File: config.mk
export PLATFORM = sky130hd
export DESIGN_NAME = trap_controller
export DESIGN_NICKNAME = d
export VERILOG_FILES = /design/src/rtl/trap_controller.sv
export SDC_FILE = /design/constraint.sdc
export NUM_CORES = 1
export LEC_CHECK = 0
export ABC_AREA = 0
export BUFFER_PORTS_ARGS = -buffer_cell sky130_fd_sc_hd__buf_2
export CAP_MARGIN = 20
export CELL_PAD_IN_SITES_DETAIL_PLACEMENT = 2
export CELL_PAD_IN_SITES_GLOBAL_PLACEMENT = 2
export CORE_ASPECT_RATIO = 0.7
export CORE_MARGIN = 4
export CORE_UTILIZATION = 33
export CTS_CLUSTER_DIAMETER = 40
export DETAILED_ROUTE_END_ITERATION = 8
export GPL_TIMING_DRIVEN = 0
export MAX_ROUTING_LAYER = met4
export PLACE_DENSITY = 0.84
export SLEW_MARGIN = 20
export SYNTH_ARGS = -nofsm -noshare
export SYNTH_HDL_FRONTEND = slang
export SYNTH_SLANG_ARGS = --single-unit
File: constraint.sdc
create_clock -name i_Clock -period 10.8 [get_ports i_Clock]
set_clock_uncertainty 0.1 [all_clocks]
set_input_delay 2.16 -clock i_Clock [delete_from_list [all_inputs] [get_ports i_Clock]]
set_output_delay 2.16 -clock i_Clock [all_outputs]
set_load 0.02 [all_outputs]
File: src/rtl/trap_controller.sv
// trap_controller: machine-mode trap entry and MRET return sequencer.
// Latches the committing trap, writes mepc/mcause/mtval, swaps MIE/MPIE,
// stalls and flushes the pipeline, then redirects fetch to mtvec or mepc.
// Optional macro TRAP_VECTORED_EN enables vectored interrupt targets
// (base + 4*cause when mtvec mode is 01); otherwise direct mode only.
module trap_controller #(
  parameter int         XLEN            = 32,
  parameter logic [1:0] MTVEC_MODE_MASK = 2'b11
) (
  input  logic            i_Clock,
  input  logic            i_Reset,
  input  logic            i_InstructionValid,
  input  logic            i_ExceptionRaised,
  input  logic            i_Interrupt,
  input  logic [3:0]      i_ExceptionCause,
  input  logic            i_Mret,
  input  logic [XLEN-1:0] i_TrapPC,
  input  logic [XLEN-1:0] i_TrapValue,
  input  logic [XLEN-1:0] i_Mtvec,
  input  logic            i_CsrWrite,
  input  logic [11:0]     i_CsrAddress,
  input  logic [XLEN-1:0] i_CsrWriteData,
  output logic            o_Stall,
  output logic            o_Flush,
  output logic            o_PCRedirect,
  output logic [XLEN-1:0] o_RedirectPC,
  output logic [XLEN-1:0] o_Mepc,
  output logic [XLEN-1:0] o_Mcause,
  output logic [XLEN-1:0] o_Mtval,
  output logic [XLEN-1:0] o_Mstatus,
  output logic            o_InterruptEnable
);

  localparam logic [11:0] CSR_MSTATUS = 12'h300;
  localparam logic [11:0] CSR_MEPC    = 12'h341;
  localparam logic [11:0] CSR_MCAUSE  = 12'h342;
  localparam logic [11:0] CSR_MTVAL   = 12'h343;

  typedef enum logic [2:0] {
    IDLE     = 3'd0,
    SAVE     = 3'd1,
    STATUS   = 3'd2,
    REDIRECT = 3'd3,
    RESTORE  = 3'd4
  } trapState_t;

  trapState_t stateReg, stateNext;

  // Request qualification, evaluated only while idle
  logic trapAccept;
  logic mretAccept;
  logic csrWriteEn;

  // Trap context captured on the accept cycle
  logic [3:0]      causeReg;
  logic            interruptReg;
  logic            mretReg;
  logic [XLEN-1:2] trapPcReg;
  logic [XLEN-1:0] trapValueReg;

  // Architectural trap CSRs
  logic [XLEN-1:0] mepcReg;
  logic [XLEN-1:0] mcauseReg;
  logic [XLEN-1:0] mtvalReg;
  logic            mieReg;
  logic            mpieReg;

  logic [XLEN-1:0] trapTarget;

  // Bits that only matter in some builds (mode bits) or are dropped by alignment
  logic unusedBits;
  assign unusedBits = ^{i_Mtvec[1:0] & MTVEC_MODE_MASK, i_TrapPC[1:0]};

  // Interrupts are masked by MIE; exceptions always trap. An exception
  // shadows a simultaneous MRET, and any accept swallows a CSR write.
  assign trapAccept = (stateReg == IDLE) & i_InstructionValid & i_ExceptionRaised
                      & (~i_Interrupt | mieReg);
  assign mretAccept = (stateReg == IDLE) & i_InstructionValid & i_Mret & ~i_ExceptionRaised;
  assign csrWriteEn = (stateReg == IDLE) & i_CsrWrite & ~trapAccept & ~mretAccept;

  // Handler address: aligned mtvec base, optionally offset by cause for interrupts
  always_comb begin
    trapTarget = {i_Mtvec[XLEN-1:2], 2'b00};
`ifdef TRAP_VECTORED_EN
    if (((i_Mtvec[1:0] & MTVEC_MODE_MASK) == 2'b01) && interruptReg) begin
      trapTarget = {i_Mtvec[XLEN-1:2], 2'b00} + {{(XLEN-6){1'b0}}, causeReg, 2'b00};
    end
`endif
  end

  // State register; reset aborts any sequence in flight
  always_ff @(posedge i_Clock or posedge i_Reset) begin
    if (i_Reset) begin
      stateReg <= IDLE;
    end else begin
      stateReg <= stateNext;
    end
  end

  // Next-state and pipeline control outputs
  always_comb begin
    stateNext    = stateReg;
    o_Stall      = 1'b1;
    o_Flush      = 1'b0;
    o_PCRedirect = 1'b0;
    o_RedirectPC = '0;
    case (stateReg)
      IDLE: begin
        o_Stall = 1'b0;
        if (trapAccept) begin
          o_Flush   = 1'b1;
          stateNext = SAVE;
        end else if (mretAccept) begin
          stateNext = RESTORE;
        end
      end
      SAVE:    stateNext = STATUS;
      STATUS:  stateNext = REDIRECT;
      RESTORE: stateNext = REDIRECT;
      REDIRECT: begin
        o_PCRedirect = 1'b1;
        o_RedirectPC = mretReg ? mepcReg : trapTarget;
        stateNext    = IDLE;
      end
      default: stateNext = IDLE;
    endcase
  end

  // Capture trap context once, on the accept cycle only
  always_ff @(posedge i_Clock or posedge i_Reset) begin
    if (i_Reset) begin
      causeReg     <= '0;
      interruptReg <= 1'b0;
      mretReg      <= 1'b0;
      trapPcReg    <= '0;
      trapValueReg <= '0;
    end else if (trapAccept) begin
      causeReg     <= i_ExceptionCause;
      interruptReg <= i_Interrupt;
      mretReg      <= 1'b0;
      trapPcReg    <= i_TrapPC[XLEN-1:2];
      trapValueReg <= i_TrapValue;
    end else if (mretAccept) begin
      mretReg <= 1'b1;
    end
  end

  // CSR updates: sequencer writes in SAVE/STATUS/RESTORE, software writes when idle
  always_ff @(posedge i_Clock or posedge i_Reset) begin
    if (i_Reset) begin
      mepcReg   <= '0;
      mcauseReg <= '0;
      mtvalReg  <= '0;
      mieReg    <= 1'b0;
      mpieReg   <= 1'b0;
    end else begin
      case (stateReg)
        SAVE: begin
          mepcReg   <= {trapPcReg, 2'b00};
          mcauseReg <= {interruptReg, {(XLEN-5){1'b0}}, causeReg};
          mtvalReg  <= interruptReg ? '0 : trapValueReg;
        end
        STATUS: begin
          mpieReg <= mieReg;
          mieReg  <= 1'b0;
        end
        RESTORE: begin
          mieReg  <= mpieReg;
          mpieReg <= 1'b1;
        end
        IDLE: begin
          if (csrWriteEn) begin
            case (i_CsrAddress)
              CSR_MSTATUS: begin
                mieReg  <= i_CsrWriteData[3];
                mpieReg <= i_CsrWriteData[7];
              end
              CSR_MEPC:   mepcReg   <= {i_CsrWriteData[XLEN-1:2], 2'b00};
              CSR_MCAUSE: mcauseReg <= i_CsrWriteData;
              CSR_MTVAL:  mtvalReg  <= i_CsrWriteData;
              default: ;
            endcase
          end
        end
        default: ;
      endcase
    end
  end

  assign o_Mepc            = mepcReg;
  assign o_Mcause          = mcauseReg;
  assign o_Mtval           = mtvalReg;
  // MPP is hardwired to machine mode
  assign o_Mstatus         = {{(XLEN-13){1'b0}}, 2'b11, 3'b000, mpieReg, 3'b000, mieReg, 3'b000};
  assign o_InterruptEnable = mieReg;

endmodule
==> results, run 1 <==
- The run finished with clean final reports.
- The fraction of the mapped netlist area in compound gates is 0.0629.
- The highest attainable clock frequency is 0.183 GHz.
- Clock-pin slew was measured on the worst setup and hold paths at 0.06 ns.
- The number of CTS-inserted buffers is 17.
- The largest total area in the synthesized netlist belongs to dfrtp_1.
- The maximum VDD drop is 0.120 mV.
- The number of pins with negative max-slew slack in the final report is 0.
- The tightest hold margin is 0.400 ns.
- The width of the die is 196 um.
- During placement, the flow inserted port buffers numbering 276.
- The power per standard cell area is 318 nW/um2.
- The detailed-router iteration count before antenna repair is 4.
- Once layout is done, the placed cells without fillers occupy 10700 um2.
- The normalized max-slew margin is 0.331.
- In this run the number of H-tree levels came out at 4.
- After synthesis, the largest family of logic cells by area is multiplexers.
- The net count of the finished layout is 1112.
- The switching power share of the total is 0.404.
- The power share of the combinational group is 0.484.
- The portion of synthesized area spent on multiplexers is 0.289.
- The I/O pin count is 315.
- STA puts the critical path data required time at 8.54 ns.
- The maximum fanout along the worst path is 10.
- The cell sitting at the root of the clock tree is a clkbuf_16.
- The placed instances occupy a cell area of 10100 um2.
- The number of global-route vias before repair is 7143.
- Buffers inserted to repair hold after CTS numbered 0.
- The power dissipated by switching net loads is 1.38 mW.
- After synthesis, the cell types taking the most area are dfrtp_1 51%, mux2_4 12%, mux2_2 11%, mux2i_1 5.8%, a21o_1 3.6%.
- The count of buffers added by post-CTS timing repair for setup is 0.
- The post-detailed-route count of antenna-violating nets is 0.
- The largest net degree at the start of global routing is 93.
- Of the total synthesized cell area, the portion taken by full adders, half adders and majority gates is 0.
- The number of flops mapped to enable cells by yosys is 0.
- The CTS sink count is 167.
- The startpoint-to-endpoint class of the critical path is primary input to output port.
- TritonCTS built the clock tree.
- The share of synthesized area in the top cell type comes to 0.513.
- For the worst setup path, the data arrival time is 3.21 ns.
- After layout, the minimum clock period comes to 5.47 ns.
- In the finished design, the share of the clock period the worst path needs comes to 0.506.
- The xor and xnor area share after synthesis is 0.00107.
- The insertion delay to the later sink of the worst-skew pair is 0.43 ns.
- The number of synthesized register bits is 167.
- STA classifies the critical path startpoint as a primary input.
- The total overflow left after global routing is 0.
- In the final routed layout, each cell accounts on average for 23.1 um.
- The initial antenna violation count is 6.
- For this configuration, the core starts out at a cell density of 0.340.
- The internal portion of total power is 2.03 mW.
- The total negative setup slack is 0 ns.
- For this block, the routed nets add up to 29.9 mm of wire.
- Once the clock tree was built, the resizer swapped 0 gates to a different size.
- The clock passes through at most 2 buffers.
- The count of endpoints failing hold in the final timing report is 0.
- Dividing the detail-routed via count by the number of cells gives 4.79.
- The element type at the critical path end is an output port.
- The first-pass GRT wire length is 45.1 mm.
- The count of cell types in the netlist is 36.
- The worst hold path belongs to the class flop to flop.
- Setup repair after global routing left no endpoint under its margin.
- The core area is 24000 um2.
- Compared with the post-synthesis result, the final layout area differs by 31.5%.
- The commonest cells after synthesis are 167 x dfrtp_1, 81 x mux2_2, 65 x mux2_4.
- The register area share after synthesis is 0.513.
- The post-synthesis area per instance is 12.9 um2.
- The number of remaining DRC errors is 0.
- The static leakage power is 5.93 nW.
- Measured along the y axis, the die boundary spans 140 um.
- The die footprint is 27300 um2.
- The synthesized netlist cell count is 633.
- For this run, the leading register cell type out of synthesis is dfrtp_1.
- Summing every instance area after synthesis gives 8150 um2.
- The share of total power in sequential cells is 0.326.
- Summed over all nets, the half-perimeter wirelength after detailed placement is 22.6 mm.
- The simple logic cell fraction of the synthesized area is 0.0654.
- The fraction of power consumed by the clock network is 0.190.
- The leading cell type by number of instances after synthesis is dfrtp_1.
- In this run the core area contains 47 standard-cell rows.
- In the final layout, the share of cells above drive strength 1 is 0.530.
- Setup violations remaining at the end of the flow were counted as 0.
- The end-of-flow core utilization is 0.447.
- The routed layout has 6220 vias.
- Max-cap violations in this run came to 0.
- The fraction of synthesis flops using an asynchronous set or reset pin is 1.00.
- The last weighted congestion value of the routability-driven placer is 0.783.
- The total of warnings raised by yosys is 0.
- The total global-route track usage is 0.223.
- The pin slew with the least headroom to its limit is 1.00 ns.
- After the first detailed-routing iteration, the DRC count stood at 130.
state kept, by name, indices dropped and copies added, names as in the netlist:
register / flops
causeReg: 4
interruptReg: 1
mpieReg: 1
mretReg: 1
o_InterruptEnable: 1
o_Mcause: 32
o_Mepc: 30
o_Mtval: 32
stateReg: 3
trapPcReg: 30
trapValueReg: 32
cell type report:
cell class,count,area (um2)
Buffer,72,475
Tap cell,318,398
Fill cell,2521,13300
Sequential cell,167,4180
Timing Repair Buffer,277,1410
Inverter,21,86.3
Clock buffer,21,470
Clock inverter,11,146
Antenna cell,6,15.0
Multi-Input combinational cell,405,3540
cells in the final DEF, fill, tap and decap left out, drive strengths merged, types with 3 or more instances in the layout:
cell,instances
nor2,37
bufinv,3
diode,6
nand2,23
clkinv,5
and2,27
nand2b,3
a21oi,20
inv,22
nand4,3
mux2,146
dfrtp,167
buf,335
a21o,39
a22o,5
conb,34
nor3,3
mux2i,47
clkbuf,35
o21ai,5
routing by layer:
layer,GRT usage,up-vias,routed length [um]
li1,-,2768,-
met1,0.278,3242,13200
met2,0.372,187,14600
met3,0.0611,23,1820
met4,0.0400,0,315
met5,-,-,0
critical path, stage by stage:
cell and delay (ns):
buf_2 0.09, inv_1 0.07, o2111ai_4 0.41, buf_6 0.26
inv_1 0.06, buf_2 0.16
stage by stage:
stage / std cells / total power [mW] / setup slack (ns)
final: 1298 / 3.41 / 5.33
after global routing: 1297 / 3.61 / 5.24
after global placement: 1259 / 2.69 / 1.87
after floorplan: 665 / 2.18 / 4.02
after CTS: 1292 / 3.45 / 5.30
after detailed placement: 1260 / 2.78 / 5.32
power groups by stage:
stage | clock [mW] | combinational [mW] | sequential (mW)
finish | 0.648 | 1.65 | 1.11
floorplan | 0 | 0.940 | 1.24
global route | 0.694 | 1.78 | 1.14
CTS | 0.661 | 1.68 | 1.11
detailed placement | 0 | 1.66 | 1.12
global placement | 0 | 1.60 | 1.09
kinds of logic after synthesis:
| group | count (synthesis) |
|---|---|
| AOI/OAI and AO/OA | 72 |
| and+or+nand+nor | 105 |
| buffers and inverters | 93 |
| muxes | 193 |
| other | 2 |
| DFF | 167 |
| xor gates and xnor gates | 1 |
path summary, 6_finish.rpt:
path	start	end	slack [ns]	cells past startpoint
worst max-delay path	i_Interrupt	o_Flush	5.33	6
worst min-delay path	o_Mcause[6]	o_Mcause[6]	0.40	1
worst max register to register	o_InterruptEnable	o_Mcause[0]	8.15	5
worst min register to register	o_Mcause[6]	o_Mcause[6]	0.40	1
max in group asynchronous	i_Reset	interruptReg	8.03	3
min in group asynchronous	i_Reset	o_Mcause[4]	1.69	2
No activity file was read; power rests on OpenSTA's default activity.
==> inputs of run 2 (changes only) <==
Settings changed: ABC_AREA 0 to 1, CORE_UTILIZATION 33 to 26, PLACE_DENSITY 0.84 to 0.78.
Clock period 10.8 ns to 5.1 ns, I/O delays scaled along.
==> results, run 2 <==
- The number of remaining DRC errors is 0.
- The largest net degree at the start of global routing is 32.
- The HPWL after detailed placement is 29.9 mm.
- In the final layout, flip-flops and latches occupy 4180 um2.
- The maximum VDD drop is 0.228 mV.
- During I/O placement, the number of pins put on the boundary was 315.
- Setup repair after global routing left no endpoint under its margin.
- The initial utilization of the core area, before any placement, comes to 0.266.
- The period utilization is 0.714.
- At the later pin of the worst-skew pair, clock insertion delay measures 0.43 ns.
- The width of the die is 222 um.
- The time the worst path needs with I/O delays and setup is 3.64 ns.
- Of the cells placed in the final design, the portion with a size suffix greater than 1 is 0.261.
- Counting flops and latches in the post-synthesis netlist gives 167.
- In this run the standard cell core region covers 31400 um2.
- The clock tree synthesis step divided the H-tree into 4 levels.
- The first routing iteration left 511 violations.
- The post-detailed-route via-to-cell ratio is 4.59.
- The hold buffer count at CTS is 0.
- The cell at the root of the clock tree is clkbuf_16.
- The share of the synthesized area in the top cell type is 0.500.
- The highest attainable clock frequency is 0.275 GHz.
- Dividing the synthesized area by the synthesized cell count gives 7.33 um2.
- The number of buffers between clock root and the deepest sink is 2.
- The net count of the finished layout is 1626.
- The post-detailed-route count of antenna-violating nets is 0.
- After clock tree synthesis, the clock-pin slew on the worst setup and hold paths is 0.07 ns.
- The pin slew with the least headroom to its limit is 0.843 ns.
- The library cell used most frequently in the layout, excluding fill and tap cells, is nand2_1.
- By count the netlist is led by 525 x nand2_1, 167 x dfrtp_1, 135 x nand3_1.
- The tightest hold margin is 0.371 ns.
- Leaving out fill and tap cells, the most frequent cells in the layout are 525 x nand2_1, 293 x buf_2, 167 x dfrtp_1.
- The number of CTS-inserted buffers is 17.
- The count of buffers added by post-CTS timing repair for setup is 0.
- The number of flops mapped to enable cells by yosys is 0.
- The number of pins with negative max-slew slack in the final report came to 0.
- The flip-flop cell with the highest count after synthesis is dfrtp_1.
- The worst setup path is captured at an output port.
- The number of global-route vias before repair was 9326.
- In this run, post-CTS repair resized a total of 0 instances.
- In this run the register-to-register setup slack is 2.39 ns.
- The vias after detailed routing is 8765.
- The stage delay of the slowest cell on the critical path is 0.66 ns.
- The critical path in this run is classified as flop to output port.
- The total negative setup slack is 0 ns.
- Dividing the detail-routed wire length by the instance count gives 19.9 um.
- The total of warnings raised by yosys is 0.
- The initial antenna violation count is 2.
- The CTS sink count is 167.
- The filler cells instantiated in the layout total 3817.
- The detailed-router iteration count before antenna repair is 5.
- The total overflow left after global routing is 0.
- The count of cell types in the netlist is 27.
- The last weighted congestion value of the routability-driven placer is 0.835.
- The area growth from synthesis to final layout is 32.6%.
- The max-capacitance violation count is 0.
- For this design, the slowest cell found on the critical path is nor3_1.
- The critical path goes through inv_1 -> nor3_1 -> clkbuf_1 -> nand2_1 -> inv_1 -> buf_2.
- Row generation in the floorplan step produced 54 rows.
- The worst min-delay path class is flop to flop.
- In this run the vertical extent of the chip is 158 um.
- The cell type with the highest occurrence count on the critical path is inv_1.
- The largest total area in the synthesized netlist belongs to dfrtp_1.
- The count of buffers inserted at the top-level ports is 276.
- The die footprint is 35200 um2.
- For this run, the total global-route usage over all layers was measured as 0.219.
- The critical path arrival is 2.52 ns.
- The fraction of synthesis flops using an asynchronous set or reset pin is 1.00.
- The maximum fanout along the worst path is 10.
- The synthesized netlist cell count is 1142.
- The register area share after synthesis is 0.500.
- The launching element type of the critical path is a flop.
- Setup violations remaining at the end of the flow were counted as 0.
- Data on the critical path is required at its endpoint by 3.98 ns.
- The first global-routing pass estimated 57.2 mm of wire.
- The run finished with clean final reports.
- In this run the power density over the cells is 667 nW/um2.
- The count of endpoints failing hold in the final timing report is 0.
- By area the synthesized netlist is led by dfrtp_1 50%, nand2_1 24%, nand3_1 8.1%, inv_1 4.9%, o21ai_0 4.0%.
- The static leakage power is 6.76 nW.
- The multi-input combinational cells in the finished layout cover a total of 3300 um2.
- In this run the tightest slew margin relative to its limit is 0.432.
- The routed design has 38.1 mm of wire.
- The CTS tree is done.
- The post-synth design cell area is 8370 um2.
- Yosys instantiated no cell more often than nand2_1.
==> run 2: cell count changes after synthesis, sizes merged, moves of 12 or more <==
cell / before / now
nor2: 37 / 11
o21ai: 5 / 76
nand2: 23 / 528
a21o: 39 / 0
clkbuf: 14 / 30
inv: 21 / 113
buf: 58 / 70
a21oi: 20 / 4
and2: 27 / 0
mux2i: 47 / 0
nand3: 1 / 136
mux2: 146 / 0
==> run 2: logic make-up (layout without fill, tap and decap cells) <==
family,after synthesis,after routing,share of synthesized area
simple gates,678,678,0.329
compound gates,81,81,0.0501
flops,167,167,0.500
other cells,2,37,0.000898
buf+inv,214,528,0.121
==> run 2: worst paths after layout <==
kind | startpoint | endpoint | depth (start not counted)
min in group asynchronous | i_Reset | trapValueReg[5] | 2
worst max-delay path | stateReg[0] | o_RedirectPC[25] | 6
worst max register to register | stateReg[0] | o_Mepc[26] | 8
worst min register to register | o_Mtval[23] | o_Mtval[23] | 2
max in group asynchronous | i_Reset | o_Mepc[14] | 5
worst min-delay path | o_Mtval[23] | o_Mtval[23] | 2
==> run 2: cell type report <==
cell class	count	area share
buffer	100	0.0523
clock inverter	8	0.00654
antenna	3	0.000677
timing repair buffer	282	0.137
clock buffer	24	0.0434
inverter	114	0.0391
sequential	167	0.377
multi-input combinational	793	0.297
tap	420	0.0474
==> run 2: metrics by stage <==
| stage | setup slack, ns | std cells | power [mW] | area, um2 | utilization |
|---|---|---|---|---|---|
| 5_1_grt | 1.23 | 1910 | 7.98 | 11100 | 0.353 |
| 3_3_place_gp | 0.498 | 1870 | 5.99 | 10400 | 0.331 |
| 3_5_place_dp | 1.50 | 1876 | 6.15 | 10500 | 0.335 |
| 4_1_cts | 1.42 | 1908 | 7.47 | 11100 | 0.353 |
| 2_1_floorplan | 1.85 | 1174 | 4.56 | 8490 | - |
| 6_report | 1.46 | 1911 | 7.40 | 11100 | 0.353 |
==> run 2: routing by layer <==
metal / part of all wire / wire length, um / global-route usage
met5: 0 / 0 / -
met4: 0.0074 / 283 / 0.0346
met3: 0.054 / 2050 / 0.0415
met2: 0.46 / 17600 / 0.351
met1: 0.48 / 18200 / 0.298
==> run 2: report_power, final <==
part	internal [mW]	switching, mW	leakage [nW]
Clock	0.709	0.568	0.266
Sequential	1.92	0.353	2.11
Combinational	1.08	2.77	4.38
Total	3.71	3.69	6.76
==> run 2: critical path, delay by kind of cell (launching register included) <==
family	cells	cell delay, ns
buffers and inverters	4	0.85
and+or+nand+nor	2	0.80
DFF	1	0.43
==> inputs of run 3 (changes only) <==
Settings changed: ABC_AREA 1 to 0, CORE_UTILIZATION 26 to 31, PLACE_DENSITY 0.78 to 0.79.
Clock period 5.1 ns to 3.7 ns, I/O delays scaled along.
==> results, run 3 (synthesis results as in run 1) <==
- Leaving out fill and tap cells, the most frequent cell in the layout is buf_2.
- In the final layout, the multi-input gates occupy 3540 um2.
- The startpoint-to-endpoint class of the critical path is flop to output port.
- After detailed routing, the number of vias per cell comes to 4.60.
- The static leakage power is 5.95 nW.
- Setup violations remaining at the end of the flow were counted as 0.
- The time the worst path needs with I/O delays and setup is 3.34 ns.
- The launching element type of the critical path is a flop.
- For this design, the CTS-stage hold fixing added 0 buffers.
- The maximum fanout along the worst path is 10.
- For the pin with the worst max-slew slack, the measured transition is 0.938 ns.
- The met2 wire length is 14.5 mm.
- The path class of the tightest hold or removal check is primary input to asynchronous set/reset pin.
- At the worst endpoint, the arrival time is 2.50 ns.
- After detailed routing, the met3 layer carries 1.49 mm of wire.
- The maximum VDD drop is 0.393 mV.
- The power dissipated by switching net loads is 3.95 mW.
- The tightest hold path in the finished design has a slack of 0.321 ns.
- The clock transition at the registers of the reported paths is 0.07 ns.
- The H-tree depth is 4.
- After detailed routing, the average wire length per cell comes to 22.2 um.
- In the post-route analysis, the smallest setup slack over all paths is 0.365 ns.
- The floorplan has 49 rows.
- The number of global-route vias before repair was 6931.
- The total grt overflow is 0.
- The count of endpoints failing hold in the final timing report was 0.
- The last weighted congestion value of the routability-driven placer is 0.758.
- In the final layout, the share of cells above drive strength 1 is 0.532.
- Of the total power, registers draw 0.327.
- Internal power comes to 5.88 mW.
- The area growth from synthesis to final layout is 32.7%.
- After detailed routing, the number of remaining DRC violations is 0.
- In this run the critical register-to-register path is launched from stateReg[2].
- The first detailed-routing pass ran for 4 iterations.
- The worst register-to-register path ends at o_Mtval[24].
- The power per standard cell area is 909 nW/um2.
- The final route contains 6156 vias.
- Across all register-to-register paths, the minimum setup slack is 1.09 ns.
- The number of pins with negative max-slew slack in the final report is 0.
- The worst setup path is captured at an output port.
- At the later pin of the worst-skew pair, clock insertion delay measures 0.42 ns.
- Across the whole layout, storage elements account for 4180 um2.
- The I/O pin count is 315.
- The CTS tree is done.
- The fraction of power consumed by the clock network is 0.186.
- The period utilization is 0.901.
- The count of buffers added by post-CTS timing repair for setup is 0.
- For the worst flop-to-flop path, the logic depth is 6.
- CTS placed an instance of clkbuf_16 at the clock tree root.
- In the final routing, the length of wire on met1 measures 13.6 mm.
- The first global-routing pass estimated 44.3 mm of wire.
- The height of the die is 144 um.
- Measured along the x axis, the die boundary spans 202 um.
- The count of buffers inserted at the top-level ports is 276.
- The total negative setup slack is 0 ns.
- The number of resized instances in the post-cts repair step is 0.
- After detailed routing, the total wire length is 29.7 mm.
- Summed over all nets, the half-perimeter wirelength after detailed placement is 22.6 mm.
- The normalized max-slew margin is 0.375.
- The flow ran to the end, and the final reports show no timing, DRC or antenna violations.
- In this run, CTS created clock tree buffers numbering 17.
- The detailed router used layers up to and including met4.
- The count of nets left with antenna violations once routing finished came out at 0.
- The detailed router finished its first iteration with 126 violations.
- Across every metal layer, demand over resource in global routing totals 0.209.
- The floorplan step defined a die boundary enclosing 29000 um2.
- The number of buffers between clock root and the deepest sink is 2.
- In this run the standard cell core region covers 25800 um2.
- The layout has 2727 filler cells.
- The starting density of the core is 0.316.
- Entering global routing, the biggest net connects 33 pins.
- The worst slack at placement is 0.492 ns.
- The number of nets in the layout is 1116.
- The highest attainable clock frequency is 0.300 GHz.
- The initial antenna violation count came to 4.
- The data required time at the worst endpoint is 2.86 ns.
- The share of total power dissipated in combinational logic is 0.487.
- Of the total power, the share spent switching nets is 0.402.
- Counting every sink on the clock net gives 167.
- Setup repair after global routing left no endpoint under its margin.
- The max-capacitance violation count is 0.
- Leaving out fill and tap cells, the most frequent cells in the layout are 287 x buf_2, 167 x dfrtp_1, 81 x mux2_2.
- The end-of-flow core utilization is 0.419.
[run 3: cell types whose count changed in the layout (fill, tap and decap cells not counted), sizes merged, moves of 47 or more]
cell / before / now
nand3: 136 / 1
nand2: 528 / 23
inv: 112 / 21
o21ai: 76 / 5
mux2: 0 / 146
mux2i: 0 / 47
[run 3: worst max-delay path by stage]
stage	startpoint	slack [ns]	depth (start not counted)	end
2_1_floorplan	i_Reset	0.73	1	causeReg[0]
3_3_place_gp	i_Reset	-0.55	2	o_Mcause[16]
3_5_place_dp	i_CsrAddress[1]	0.49	6	o_Mtval[23]
4_1_cts	stateReg[2]	0.34	7	o_Flush
5_1_grt	stateReg[2]	0.21	7	o_Flush
6_report	stateReg[2]	0.36	7	o_Flush
[run 3: critical path, cell delays in order (launching register included)]
cell	delay, ns
dfrtp_1	0.36
clkbuf_1	0.25
nor3_4	0.39
buf_4	0.29
o2111ai_4	0.29
buf_6	0.27
inv_1	0.06
buf_2	0.15
[run 3: per-layer routing]
metal	global-route usage	up-vias
li1	-	2780
met1	0.270	3187
met2	0.347	177
met3	0.0496	12
met4	0.0298	0
met5	-	-
[run 3: per-stage QoR]
step           area, um2  total power [mW]  std cells
2_1_floorplan       8280              6.36        665
3_3_place_gp       10100              7.87       1298
3_5_place_dp       10200              8.10       1303
4_1_cts            10800              10.0       1335
5_1_grt            10800              10.5       1339
6_report           10800              9.83       1339
[run 3: power by group through the flow]
stage	Clock, mW	Sequential [mW]	Combinational [mW]
global placement	0	3.18	4.69
global route	1.97	3.33	5.17
CTS	1.88	3.23	4.89
detailed placement	0	3.24	4.86
floorplan	0	3.62	2.74
finish	1.83	3.22	4.79
[run 3: layout make-up]
class,count,area share
clock buffers,22,0.0448
multi-input cells,405,0.327
repair buffers,281,0.137
inverters,21,0.00763
plain buffers,72,0.0439
clock inverters,10,0.0110
well taps,357,0.0413
diodes,4,0.000925
flip-flops and latches,167,0.386
